--- config.mk ---
export PLATFORM = sky130hd
export DESIGN_NAME = tmr_intc
export DESIGN_NICKNAME = d
export VERILOG_FILES = /design/src/rtl/tmr_intc_pkg.sv /design/src/rtl/posedge_detector.sv /design/src/rtl/tmr_intc_arbiter.sv /design/src/rtl/tmr_intc.sv
export SDC_FILE = /design/constraint.sdc
export NUM_CORES = 1
export LEC_CHECK = 0
export ABC_CLOCK_PERIOD_IN_PS = 1600
export CAP_MARGIN = 20
export CORE_UTILIZATION = 46
export CTS_BUF_LIST = sky130_fd_sc_hd__clkbuf_4 sky130_fd_sc_hd__clkbuf_8
export DETAILED_ROUTE_END_ITERATION = 10
export GPL_TIMING_DRIVEN = 1
export PLACE_DENSITY_LB_ADDON = 0.1
export SKIP_LAST_GASP = 1
export SYNTH_ARGS = -nofsm -noshare
export SYNTH_HDL_FRONTEND = slang
export SYNTH_SLANG_ARGS = --single-unit
--- constraint.sdc ---
create_clock -name i_clk -period 1.6 [get_ports i_clk]
set_clock_uncertainty 0.1 [all_clocks]
set_input_delay 0.24 -clock i_clk [delete_from_list [all_inputs] [get_ports i_clk]]
set_output_delay 0.24 -clock i_clk [all_outputs]
set_load 0.01 [all_outputs]
--- src/rtl/tmr_intc_pkg.sv ---
// Shared definitions for the timer interrupt controller: source indices and FSM states.
// Latency: n/a (definitions only).
// Backpressure: n/a (definitions only).
package tmr_intc_pkg;

  // Bit positions of the timer interrupt sources on i_irq / o_pending / o_clr_flag.
  localparam int SRC_CMIA0 = 0;
  localparam int SRC_CMIB0 = 1;
  localparam int SRC_OVI0  = 2;
  localparam int SRC_CMIA1 = 3;
  localparam int SRC_CMIB1 = 4;
  localparam int SRC_OVI1  = 5;

  // Request handshake states.
  typedef enum logic [1:0] {
    IDLE = 2'd0,
    REQ  = 2'd1,
    CLR  = 2'd2,
    TOUT = 2'd3
  } state_t;

endpackage

--- src/rtl/posedge_detector.sv ---
// Single-bit rising-edge detector with a registered history bit.
// Latency: o_rise is combinational from i_sig; history updates every clock.
// Backpressure: none.
// Ports: i_clk, i_rst_n (async active-low), i_sig (level in), o_rise (high while i_sig=1 and last sample=0).
module posedge_detector (
  input  logic i_clk,
  input  logic i_rst_n,
  input  logic i_sig,
  output logic o_rise
);

  logic r_prev;

  always_ff @(posedge i_clk or negedge i_rst_n) begin
    if (!i_rst_n) begin
      r_prev <= 1'b0;
    end else begin
      r_prev <= i_sig;
    end
  end

  assign o_rise = i_sig & ~r_prev;

endmodule

--- src/rtl/tmr_intc_arbiter.sv ---
// Combinational pick of one pending source, searching upward from i_start with wrap-around.
// Latency: purely combinational.
// Backpressure: none.
// Ports: i_pend (pending vector), i_start (first index searched), o_idx (winner), o_vld (any pending).
module tmr_intc_arbiter #(
  parameter int NUM_SRC = 6,
  parameter int VEC_W   = 3
) (
  input  logic [NUM_SRC-1:0] i_pend,
  input  logic [VEC_W-1:0]   i_start,
  output logic [VEC_W-1:0]   o_idx,
  output logic               o_vld
);

  int w_dist;
  int w_best;

  // Each source's distance from the start point (modulo NUM_SRC) is its
  // priority; the pending source with the smallest distance wins. With
  // i_start tied to 0 this is plain lowest-index-wins.
  always_comb begin
    o_idx  = '0;
    o_vld  = 1'b0;
    w_dist = 0;
    w_best = NUM_SRC;
    for (int i = 0; i < NUM_SRC; i++) begin
      w_dist = i - int'(i_start);
      if (w_dist < 0) begin
        w_dist = w_dist + NUM_SRC;
      end
      if (i_pend[i] && (w_dist < w_best)) begin
        w_best = w_dist;
        o_idx  = VEC_W'(i);
        o_vld  = 1'b1;
      end
    end
  end

endmodule

--- src/rtl/tmr_intc.sv ---
// Timer interrupt controller: edge-captures six IRQ lines, arbitrates, runs a req/ack handshake, pulses flag-clear.
// Latency: rising i_irq before edge t0 -> o_irq_req after edge t1; ack -> o_clr_flag pulse the next cycle.
// Backpressure: request is held until i_irq_ack or ACK_TIMEOUT cycles elapse; new edges keep accumulating in o_pending.
// Ports: i_clk, i_rst_n (async active-low), i_irq[NUM_SRC], i_int_en, i_irq_ack,
//        o_irq_req, o_irq_vec[VEC_W], o_clr_flag[NUM_SRC], o_pending[NUM_SRC], o_timeout.
// Build option: define TMR_INTC_ROUND_ROBIN_EN for rotating priority (search starts after the last acked source).
module tmr_intc
  import tmr_intc_pkg::*;
#(
  parameter int NUM_SRC     = 6,
  parameter int VEC_W       = 3,
  parameter int ACK_TIMEOUT = 255
) (
  input  logic               i_clk,
  input  logic               i_rst_n,
  input  logic [NUM_SRC-1:0] i_irq,
  input  logic               i_int_en,
  input  logic               i_irq_ack,
  output logic               o_irq_req,
  output logic [VEC_W-1:0]   o_irq_vec,
  output logic [NUM_SRC-1:0] o_clr_flag,
  output logic [NUM_SRC-1:0] o_pending,
  output logic               o_timeout
);

  // $clog2(1) is 0, so a disabled timeout still gets a 1-bit counter.
  localparam int CNT_W = (ACK_TIMEOUT > 0) ? $clog2(ACK_TIMEOUT + 1) : 1;

  state_t             r_state;
  state_t             w_state_nxt;
  logic [NUM_SRC-1:0] w_rise;
  logic [NUM_SRC-1:0] r_pending;
  logic [NUM_SRC-1:0] w_clr_mask;
  logic [NUM_SRC-1:0] w_vec_onehot;
  logic [VEC_W-1:0]   r_vec;
  logic [VEC_W-1:0]   w_start;
  logic [VEC_W-1:0]   w_arb_idx;
  logic               w_arb_vld;
  logic               w_tout_hit;
  logic [CNT_W-1:0]   r_cnt;

  for (genvar g = 0; g < NUM_SRC; g++) begin : g_edge
    posedge_detector u_edge (
      .i_clk   (i_clk),
      .i_rst_n (i_rst_n),
      .i_sig   (i_irq[g]),
      .o_rise  (w_rise[g])
    );
  end

`ifdef TMR_INTC_ROUND_ROBIN_EN
  // Last-served pointer; only an acknowledged service moves it, a timeout does not.
  logic [VEC_W-1:0] r_ptr;

  always_ff @(posedge i_clk or negedge i_rst_n) begin
    if (!i_rst_n) begin
      r_ptr <= '0;
    end else if ((r_state == REQ) && i_irq_ack) begin
      r_ptr <= r_vec;
    end
  end

  assign w_start = (r_ptr == VEC_W'(NUM_SRC - 1)) ? '0 : (r_ptr + VEC_W'(1));
`else
  assign w_start = '0;
`endif

  tmr_intc_arbiter #(
    .NUM_SRC (NUM_SRC),
    .VEC_W   (VEC_W)
  ) u_arb (
    .i_pend  (r_pending),
    .i_start (w_start),
    .o_idx   (w_arb_idx),
    .o_vld   (w_arb_vld)
  );

  assign w_vec_onehot = NUM_SRC'(1) << r_vec;
  assign w_tout_hit   = (ACK_TIMEOUT != 0) && (r_cnt == CNT_W'(ACK_TIMEOUT - 1));
  assign o_pending    = r_pending;

  always_ff @(posedge i_clk or negedge i_rst_n) begin
    if (!i_rst_n) begin
      r_state <= IDLE;
    end else begin
      r_state <= w_state_nxt;
    end
  end

  always_comb begin
    w_state_nxt = r_state;
    w_clr_mask  = '0;
    o_irq_req   = 1'b0;
    o_irq_vec   = '0;
    o_clr_flag  = '0;
    o_timeout   = 1'b0;
    case (r_state)
      IDLE: begin
        if (i_int_en && w_arb_vld) begin
          w_state_nxt = REQ;
        end
      end
      REQ: begin
        o_irq_req = 1'b1;
        o_irq_vec = r_vec;
        // Ack takes precedence over a timeout landing on the same edge.
        if (i_irq_ack) begin
          w_state_nxt = CLR;
          w_clr_mask  = w_vec_onehot;
        end else if (w_tout_hit) begin
          w_state_nxt = TOUT;
        end
      end
      CLR: begin
        o_clr_flag  = w_vec_onehot;
        w_state_nxt = IDLE;
      end
      TOUT: begin
        o_timeout   = 1'b1;
        w_state_nxt = IDLE;
      end
      default: begin
        w_state_nxt = IDLE;
      end
    endcase
  end

  always_ff @(posedge i_clk or negedge i_rst_n) begin
    if (!i_rst_n) begin
      r_pending <= '0;
      r_vec     <= '0;
      r_cnt     <= '0;
    end else begin
      // A fresh edge on the source being cleared survives the clear.
      r_pending <= (r_pending & ~w_clr_mask) | w_rise;
      if ((r_state == IDLE) && (w_state_nxt == REQ)) begin
        r_vec <= w_arb_idx;
        r_cnt <= '0;
      end else if (r_state == REQ) begin
        r_cnt <= r_cnt + CNT_W'(1);
      end
    end
  end

endmodule

Word-level counts from Yosys, hierarchy flattened
Index checks and enable logic that the tools add are counted.

Bits in registers: 25. Bits in latches: 0. RAM bits: 0. ROM bits: 0. Input port bits: 10. Output and inout bits: 17. Word-level logic and storage cells: 75. Memories kept: 0.

Add/sub/neg operators: 1. Multipliers: 0. Divide/modulo/power cells: 0. Order comparisons: 5. Equal/unequal tests: 5. Shift-type cells: 1. Muxes and demuxes: 28. Bitwise gates (word level): 15. Reductions and logical operators: 10.

Operators with widths (number): 3-bit 2-to-1 mux (8); 6-bit 2-to-1 mux (3); 8-bit 2-to-1 mux (2); 2-bit 2-to-1 mux (5); 1-bit 2-to-1 mux (9); 8-bit by 1-bit adder with 8-bit output, second input constant (1); 8-bit == test, second input constant (1); 1-bit logical AND (7); 1-bit bitwise AND (6); 6-bit bitwise AND (1); 2-bit by 3-bit < comparator with 1-bit output, first input constant (2); 3-bit < comparator, first input constant (2); 1-bit NOT (6); 6-bit NOT (1); 6-bit OR (1); 2-bit case mux with 3 select lines (1); 1-bit by 3-bit left shift with 6-bit output, first input constant (1); 2-bit by 1-bit == test with 1-bit output, second input constant (2); 2-bit == test, second input constant (2); 1-bit by 3-bit < comparator with 1-bit output, first input constant (1); 2-bit zero test (1); 2-bit nonzero test (1); 2-bit OR reduction (1).

Logic depth before layout (Yosys ltp)
Gate-level depths: netlist of the first run.

Word-level depth: 22. Depth in mapped cells: 6. Gate-level depth less buffers: 4.

Hierarchy
From an unflattened synthesis of the first run, not the netlist that was laid out.

Cell total of the unflattened synthesis: 316. Area total of the unflattened synthesis: 2657.5 sq um.

By module, submodules not included: tmr_intc_arbiter (times used 1, cells an instance 204, area each 1436.4 sq um); tmr_intc (times used 1, cells an instance 100, area each 988.4 sq um); posedge_detector (times used 6, cells an instance 2, area each 38.8 sq um).

Worst setup path before layout of the first run
OpenSTA, ideal clock, no wires.

Kind: register to register. Start: reg r_pending[3] (netlist: o_pending[3]). End: reg r_vec[0]. Setup time: 0.120 ns. Arrival time: 1.515 ns. Data required time: 1.380 ns. Setup slack: -0.134 ns. Stages on the path, launching flop included: 5. Period minus slack after synthesis: 1.734 ns. Path through: dfrtp_1 -> or4_4 -> o21a_1 -> buf_6 -> o22a_2.

Longest elaborated chain between the ends: 13. Elaborated cells between the ends (all ways): 18.

RTL lines: start, declared (line tmr_intc.sv:32) `logic [NUM_SRC-1:0] r_pending;`; start signal, assigned (line tmr_intc.sv:135) `r_pending <= (r_pending & ~w_clr_mask) | w_rise;`; 1-bit logical AND * (line tmr_intc_arbiter.sv:31) `if (i_pend[i] && (w_dist < w_best)) begin`; 3-bit 2-to-1 mux (line tmr_intc_arbiter.sv:31); 3-bit < comparator (line tmr_intc_arbiter.sv:31); 1-bit logical AND (line tmr_intc_arbiter.sv:31); 3-bit 2-to-1 mux (line tmr_intc_arbiter.sv:31); 3-bit < comparator (line tmr_intc_arbiter.sv:31); 1-bit logical AND (line tmr_intc_arbiter.sv:31); 1-bit 2-to-1 mux (line tmr_intc_arbiter.sv:31); 1-bit logical AND (line tmr_intc.sv:99) `if (i_int_en && w_arb_vld) begin`; 2-bit 2-to-1 mux (line tmr_intc.sv:99); 2-bit case mux with 3 select lines (line tmr_intc.sv:97) `case (r_state)`; 2-bit by 1-bit == test with 1-bit output (line tmr_intc.sv:136) `if ((r_state == IDLE) && (w_state_nxt == REQ)) begin`; 1-bit logical AND (line tmr_intc.sv:136); end signal, assigned (line tmr_intc.sv:137) `r_vec <= w_arb_idx;`; end, declared (line tmr_intc.sv:35) `logic [VEC_W-1:0] r_vec;`.

Mark *: on every way between the ends. The rest lies on a longest branch, timed or not. A chain may end at the register's enable or synchronous reset.

Worst setup path in the final report of the first run
Start: reg r_state[0]. End: out o_clr_flag[0].

Longest elaborated chain between the ends: 2.

RTL lines: start, declared (line tmr_intc.sv:29) `state_t r_state;`; start signal, assigned (line tmr_intc.sv:86) `r_state <= w_state_nxt;`; 2-bit == test (line tmr_intc.sv:97); 6-bit 2-to-1 mux (line tmr_intc.sv:97); end, declared (line tmr_intc.sv:21) `output logic [NUM_SRC-1:0] o_clr_flag,`.

Every way passes these cells.

==> summary.md, run 1 <==
| Metric | Value |
|---|---|
| Syn_area_per_cell | `9.81 sq um` |
| Die area | `2790 sq um` |
| Worst VDD drop | `875 uV` |
| Die X | `52.8 microns` |
| GRT overflow | `0` |
| Synth Area in Compound Gates | `0.157` |
| CTS tree | `done` |
| Crit path launch | `r_state[0]$_DFF_PN0_` |
| Worst R2R Start | `r_state[1]$_DFF_PN0_` |
| Cts hold-fix bufs | `0` |
| Count of pins over their slew limit | `0` |
| Sink Count | `25` |
| Achievable frequency | `0.569 GHz` |
| Worst reg-to-reg setup slack | `-0.12 ns` |
| Req. time, crit path | `1.26 ns` |
| Max stage delay on crit path | `0.42 ns` |
| Yosys top cell area share | `0.527` |
| CP Class | `flip-flop to output port` |
| Startpoint Class | `flip-flop` |
| Hold WC Path Type | `input port to asynchronous set/reset pin` |
| Cells after Synth | `121` |
| DR vias | `1159` |
| Fraction of the mapped netlist area in adder cells | `0.0211` |
| Final WS setup | `-0.158 ns` |
| Tot GR Track Use | `0.260` |
| Avg WL per Cell | `15.8 microns` |
| Core area | `2450 sq um` |
| Synth area leader | `dfrtp_1` |
| WP buf/inv | `1` |
| Final GP Congestion | `0.797` |
| Arr. time, crit path | `1.42 ns` |
| Power per Cell Area | `1190 nW/um^2` |
| N_diodes | `0` |
| Die Height | `52.8 microns` |
| Post-synthesis sequential area ratio | `0.527` |
| Row count | `18` |
| Syn_nets | `133` |
| Synth top area cells | `dfrtp_1 (53%), o21ai_0 (8.0%), inv_1 (3.2%)` |
| Worst reg2reg path endpoint | `r_cnt[7]$_DFFE_PN0P_` |
| Layout Nets | `192` |
| Layout cell share with drive strength beyond 1 | `0.430` |
| Warnings from Yosys | `0` |
| Run status | `finished, violations left` |
| Post-Synth Simple-Gate Area | `0.223` |
| Reg2reg path depth | `5` |
| CP delay by family, top | `simple AND/OR/NAND/NOR gates` |
| Initial Util | `0.484` |
| Netlist cell types | `33` |
| I/O Buffers | `26` |
| IO Pins | `27` |
| Final setup viols | `16` |
| FFs w/ async S/R, synth | `1.00` |
| Final antenna-violating net count | `0` |
| Main flop type after synthesis | `dfrtp_1` |
| Layout Area Growth over Synthesis | `57.6%` |
| Inst Count DP | `194` |
| Clock Tree Root | `clkbuf_4` |
| Post-layout util | `0.762` |
| Vias per Instance | `5.55` |
| DRC marker count from the first detailed-route iteration | `24` |
| Crit path max fanout | `4` |
| TritonCTS buffer count | `3` |
| Count of final hold-check violations | `0` |
| Synthesis-stage register bit count | `25` |
| Post-synthesis mux area share | `0.0179` |
| MaxCap Viol Count | `0` |
| Post-synthesis cell area | `1190 sq um` |
| Vias in the first global route | `1108` |
| Slew @ Worst Pin | `0.323 ns` |
| Critical path endpoint category | `output port` |
| Residual DRC | `0` |
| Post-DP HPWL | `2.10 mm` |
| Minimum clock period | `1.76 ns` |
| Total routed wirelength | `3.30 mm` |
| Final worst path period share | `1.10` |
| Largest family of logic cells by synthesized area | `simple AND/OR/NAND/NOR gates` |
| Max Buffers Root-to-Sink | `2` |
| H-tree lvl count | `1` |
| DRT Pass-1 Iters | `4` |
| Number of flops mapped to enable cells by yosys | `0` |
| Largest net degree at the start of global routing | `26` |
| Failing checks | `setup timing` |
| Slew margin rel. | `0.785` |
| Antenna violations before repair | `0` |
| Commonest cells after routing, fill and taps aside | `dfrtp_1 (24), buf_4 (24), o21ai_0 (13), buf_6 (11)` |
| First-pass GRT wire length | `5.10 mm` |
| Slowest-stage cell, CP | `dfrtp_1` |
| Critical path, cell by cell | `or3b_4, nor3_4, buf_2` |
| Xor/xnor share of the synthesized area | `0` |
| Later-pin clock latency in the skew report | `0.32 ns` |
| Reg clk slew, reported paths | `0.14 ns` |
| Layout Cells excl Fill | `209` |
| Leakage power | `0.838 nW` |
| RSZ-0062 raised after global routing | `true` |
-- worst max-delay path by stage --
stage                                end  cells after the start
finish                     o_clr_flag[0]                      3
global route               o_clr_flag[0]                      3
CTS                        o_clr_flag[0]                      3
detailed placement         o_clr_flag[0]                      3
global placement           o_clr_flag[0]                      3
floorplan           r_vec[0]$_DFFE_PN0P_                      4
-- cell usage after synthesis, types with 2 or more instances --
cell / count
or3_1: 3
nor3b_1: 2
clkbuf_1: 4
inv_1: 10
nor2_1: 5
ha_1: 2
nand4b_1: 2
nand3_1: 4
nor2b_1: 2
a21oi_1: 5
nand2b_1: 3
o31ai_1: 3
nand2_1: 8
o21ai_0: 19
and2_1: 4
nor3_1: 4
dfrtp_1: 25
-- through the flow --
step / cell area (sq um) / power (mW) / setup TNS (ns) / hold WS [ns] / setup WS, ns
CTS: 1720 / 2.09 / -1.16 / 0.163 / -0.169
global placement: 1630 / 1.65 / -2.57 / 0.308 / -0.263
finish: 1870 / 2.24 / -1.31 / 0.159 / -0.158
global route: 1870 / 2.38 / -2.23 / 0.183 / -0.216
floorplan: 1190 / 1.22 / -0.341 / -0.156 / -0.119
detailed placement: 1630 / 1.68 / -3.25 / 0.318 / -0.328
-- sequential cells by signal, summed over array words and instances (netlist names) --
| signal | cells |
|---|---|
| g_edge.u_edge.r_prev | 6 |
| r_vec | 3 |
| o_pending | 6 |
| r_cnt | 8 |
| r_state | 2 |
-- cell families after synthesis --
group                      Yosys count
AOI/OAI and AO/OA                   32
adders and majority gates            2
buffers and inverters               15
DFF                                 25
muxes                                2
and+or+nand+nor                     45
-- where the power goes --
| part | switching [mW] | internal [mW] |
|---|---|---|
| logic | 0.470 | 0.585 |
| clock network | 0.190 | 0.0934 |
| registers | 0.151 | 0.747 |
| total | 0.811 | 1.42 |
-- layout make-up --
type                    count  area [sq um]
repair buffers             59           509
well taps                  30          37.5
multi-input cells          81           631
inverters                  10          40.0
fillers                   167           583
clock inverters             1          5.00
clock buffers               3          22.5
flip-flops and latches     25           627
-- routing by layer --
metal | vias to the layer above | part of all wire | global-route usage
met3 | 4 | 0.042 | 0.0435
met1 | 582 | 0.43 | 0.327
met2 | 34 | 0.52 | 0.437
met4 | 0 | 0.0082 | 0.110
met5 | - | 0 | 0
li1 | 539 | - | -
-- what timing repair did --
item | CTS | global route
gates resized for setup | 73 | 24
endpoints found under the setup margin | 27 | 28
pin swaps | 13 | 8
buffers inserted | 6 | 5
Note: power is estimated with default switching activity, not from simulation.
==> inputs of run 2 (changes only) <==
--- a/config.mk
+++ b/config.mk
@@ -6,9 +6,7 @@
 export NUM_CORES = 1
 export LEC_CHECK = 0
 export ABC_CLOCK_PERIOD_IN_PS = 1600
-export CAP_MARGIN = 20
-export CORE_UTILIZATION = 46
-export CTS_BUF_LIST = sky130_fd_sc_hd__clkbuf_4 sky130_fd_sc_hd__clkbuf_8
+export CORE_UTILIZATION = 44
 export DETAILED_ROUTE_END_ITERATION = 10
 export GPL_TIMING_DRIVEN = 1
 export PLACE_DENSITY_LB_ADDON = 0.1
==> run 2 against run 1 <==
  * Routed wire length shrank 8.4%
  * Clock power is essentially flat
  * The run still ends with setup timing left
  * Non-clock buffer count shrank 1
  * Largest power group unchanged
  * Core utilization shrank 2.2 points
  * Via count shrank 5.5%
  * Cell area shrank 0.20%
  * Power shrank 1.5%
  * Setup slack lost 0.0050 ns
  * Die area grew 4.4%
  * Critical path type unchanged
  * Maximum frequency shrank 0.28%
  * Sequential power is essentially flat
==> summary.md, run 2 (synthesis gave the netlist of run 1 again) <==
| Metric | Value |
|---|---|
| Sink Count | `25 (unchanged)` |
| DRC marker count from the first detailed-route iteration | `7 (was 24)` |
| Max stage delay on crit path | `0.43 ns (was 0.42 ns)` |
| Reg2reg path depth | `4 (was 5)` |
| Antenna violations before repair | `0 (unchanged)` |
| Core area | `2520 sq um (was 2450 sq um)` |
| Final GP Congestion | `0.812 (was 0.797)` |
| MaxCap Viol Count | `0 (unchanged)` |
| Initial Util | `0.471 (was 0.484)` |
| Startpoint Class | `flip-flop (unchanged)` |
| Max Buffers Root-to-Sink | `2 (unchanged)` |
| Fillers | `199 (was 167)` |
| DRT Pass-1 Iters | `4 (unchanged)` |
| Multi-input gate area | `623 sq um (was 631 sq um)` |
| RSZ-0062 raised after global routing | `true (unchanged)` |
| Count of final hold-check violations | `0 (unchanged)` |
| Critical path endpoint category | `output port (unchanged)` |
| Critical path, cell by cell | `or3b_4, nor3_2, buf_2 (was or3b_4, nor3_4, buf_2)` |
| Arr. time, crit path | `1.42 ns (about the same)` |
| IO Pins | `27 (unchanged)` |
| Final hold slack | `0.167 ns (was 0.159 ns)` |
| Final setup viols | `20 (was 16)` |
| Biggest register | `r_cnt (unchanged)` |
| Minimum clock period | `1.76 ns (about the same)` |
| Slowest-stage cell, CP | `or3b_4 (was dfrtp_1)` |
| TritonCTS buffer count | `3 (unchanged)` |
| Largest net degree at the start of global routing | `26 (unchanged)` |
| Reg clk slew, reported paths | `0.14 ns (about the same)` |
| Crit path max fanout | `4 (unchanged)` |
| Residual DRC | `0 (unchanged)` |
| Die area | `2910 sq um (was 2790 sq um)` |
| Later-pin clock latency in the skew report | `0.31 ns (was 0.32 ns)` |
| Worst reg-to-reg setup slack | `-0.15 ns (was -0.12 ns)` |
| Leakage power | `0.830 nW (was 0.838 nW)` |
| Die X | `54.0 microns (was 52.8 microns)` |
| Worst VDD drop | `990 uV (was 875 uV)` |
| Final antenna-violating net count | `0 (unchanged)` |
| Commonest non-fill, non-tap cell in the layout | `dfrtp_1` |
| WP buf/inv | `1 (unchanged)` |
| Avg WL per Cell | `14.5 microns (was 15.8 microns)` |
| Vias per Instance | `5.26 (was 5.55)` |
| I/O Buffers | `26 (unchanged)` |
| Req. time, crit path | `1.26 ns (about the same)` |
| Max reg flops | `8 (unchanged)` |
| DR vias | `1095 (was 1159)` |
| Setup_tns | `-1.84 ns (was -1.31 ns)` |
| CP Class | `flip-flop to output port (unchanged)` |
| Final worst path period share | `1.10 (about the same)` |
| Clock Tree Root | `clkbuf_4 (unchanged)` |
| H-tree lvl count | `1 (unchanged)` |
| Vias in the first global route | `1052 (was 1108)` |
| CTS tree | `done (unchanged)` |
| Layout Nets | `191 (was 192)` |
| Worst reg2reg path endpoint | `r_cnt[7]$_DFFE_PN0P_ (unchanged)` |
| Layout cell share with drive strength beyond 1 | `0.433 (was 0.430)` |
| Post-DP HPWL | `1.98 mm (was 2.10 mm)` |
| CP Depth | `3 (unchanged)` |
| Commonest cells after routing, fill and taps aside | `dfrtp_1 (24), buf_4 (22), o21ai_0 (15), buf_6 (14) (was dfrtp_1 (24), buf_4 (24), o21ai_0 (13), buf_6 (11))` |
| Worst R2R Start | `o_pending[1]$_DFF_PN0_ (was r_state[1]$_DFF_PN0_)` |
| Die Height | `54.0 microns (was 52.8 microns)` |
| Total routed wirelength | `3.02 mm (was 3.30 mm)` |
| Slew @ Worst Pin | `0.325 ns (was 0.323 ns)` |
| Tot GR Track Use | `0.233 (was 0.260)` |
| Failing checks | `setup timing (unchanged)` |
| GRT overflow | `0 (unchanged)` |
| Register Area | `627 sq um (unchanged)` |
| Crit path to | `o_clr_flag[0] (unchanged)` |
| Layout Area Growth over Synthesis | `57.3% (was 57.6%)` |
| Hold WC Path Type | `input port to asynchronous set/reset pin (unchanged)` |
| First-pass GRT wire length | `4.73 mm (was 5.10 mm)` |
| Final WS setup | `-0.163 ns (was -0.158 ns)` |
| N_diodes | `0 (unchanged)` |
| Count of pins over their slew limit | `0 (unchanged)` |
| Slew margin rel. | `0.783 (was 0.785)` |
| Run status | `finished, violations left (unchanged)` |
| Power per Cell Area | `1180 nW/um^2 (was 1190 nW/um^2)` |
| Row count | `18 (unchanged)` |
| Crit path launch | `r_vec[1]$_DFFE_PN0P_ (was r_state[0]$_DFF_PN0_)` |
| CP delay by family, top | `simple AND/OR/NAND/NOR gates (unchanged)` |
| Achievable frequency | `0.567 GHz (was 0.569 GHz)` |
run 2: changes by cell type in the layout (fill, tap and decap cells not counted), sizes merged:
cell | previous run | this run
dlygate4sd2 | 4 | 6
dlymetal6s2s | 2 | 0
buf | 44 | 43
clkinv | 1 | 0
clkinvlp | 0 | 1
run 2: timing repair:
item,CTS,global route
hold buffers,0,0
setup buffers,9,3
pin swaps,14,6
resized for setup,84,14
endpoints found under the setup margin,28,24
run 2: how the worst min path moves through the flow:
stage	startpoint	endpoint	cells past startpoint
4_1_cts	i_rst_n	r_vec[2]$_DFFE_PN0P_	2
3_3_place_gp	g_edge[3].u_edge.r_prev$_DFF_PN0_	o_pending[3]$_DFF_PN0_	1
5_1_grt	i_rst_n	g_edge[4].u_edge.r_prev$_DFF_PN0_	2
6_report	i_rst_n	r_cnt[4]$_DFFE_PN0P_	2
3_5_place_dp	g_edge[1].u_edge.r_prev$_DFF_PN0_	o_pending[1]$_DFF_PN0_	1
2_1_floorplan	i_rst_n	g_edge[0].u_edge.r_prev$_DFF_PN0_	0
run 2: power breakdown:
| part | leakage (nW) | total (mW) | switching (mW) | internal [mW] |
|---|---|---|---|---|
| combinational | 0.520 | 1.02 | 0.442 | 0.580 |
| clock | 0.0139 | 0.284 | 0.189 | 0.0952 |
| sequential | 0.296 | 0.895 | 0.148 | 0.747 |
run 2: cell type report:
cell class / instances / area share
sequential: 25 / 0.336
multi-input combinational: 81 / 0.334
timing repair buffer: 58 / 0.273
inverter: 10 / 0.0214
tap: 30 / 0.0201
clock buffer: 3 / 0.0121
clock inverter: 1 / 0.00402
run 2: routing by layer:
layer	GRT usage	wire [microns]
met2	0.403	1500
met4	0.0789	34
met1	0.299	1370
met5	0	0
met3	0.0254	118
run 2: through the flow:
stage	total power [mW]	instance area, sq um	util	setup slack, ns	std cells
floorplan	1.22	1190	-	-0.119	121
global placement	1.62	1610	0.640	-0.267	192
detailed placement	1.64	1610	0.640	-0.298	192
CTS	2.10	1780	0.704	-0.178	205
global route	2.35	1870	0.741	-0.246	208
finish	2.20	1870	0.741	-0.163	208
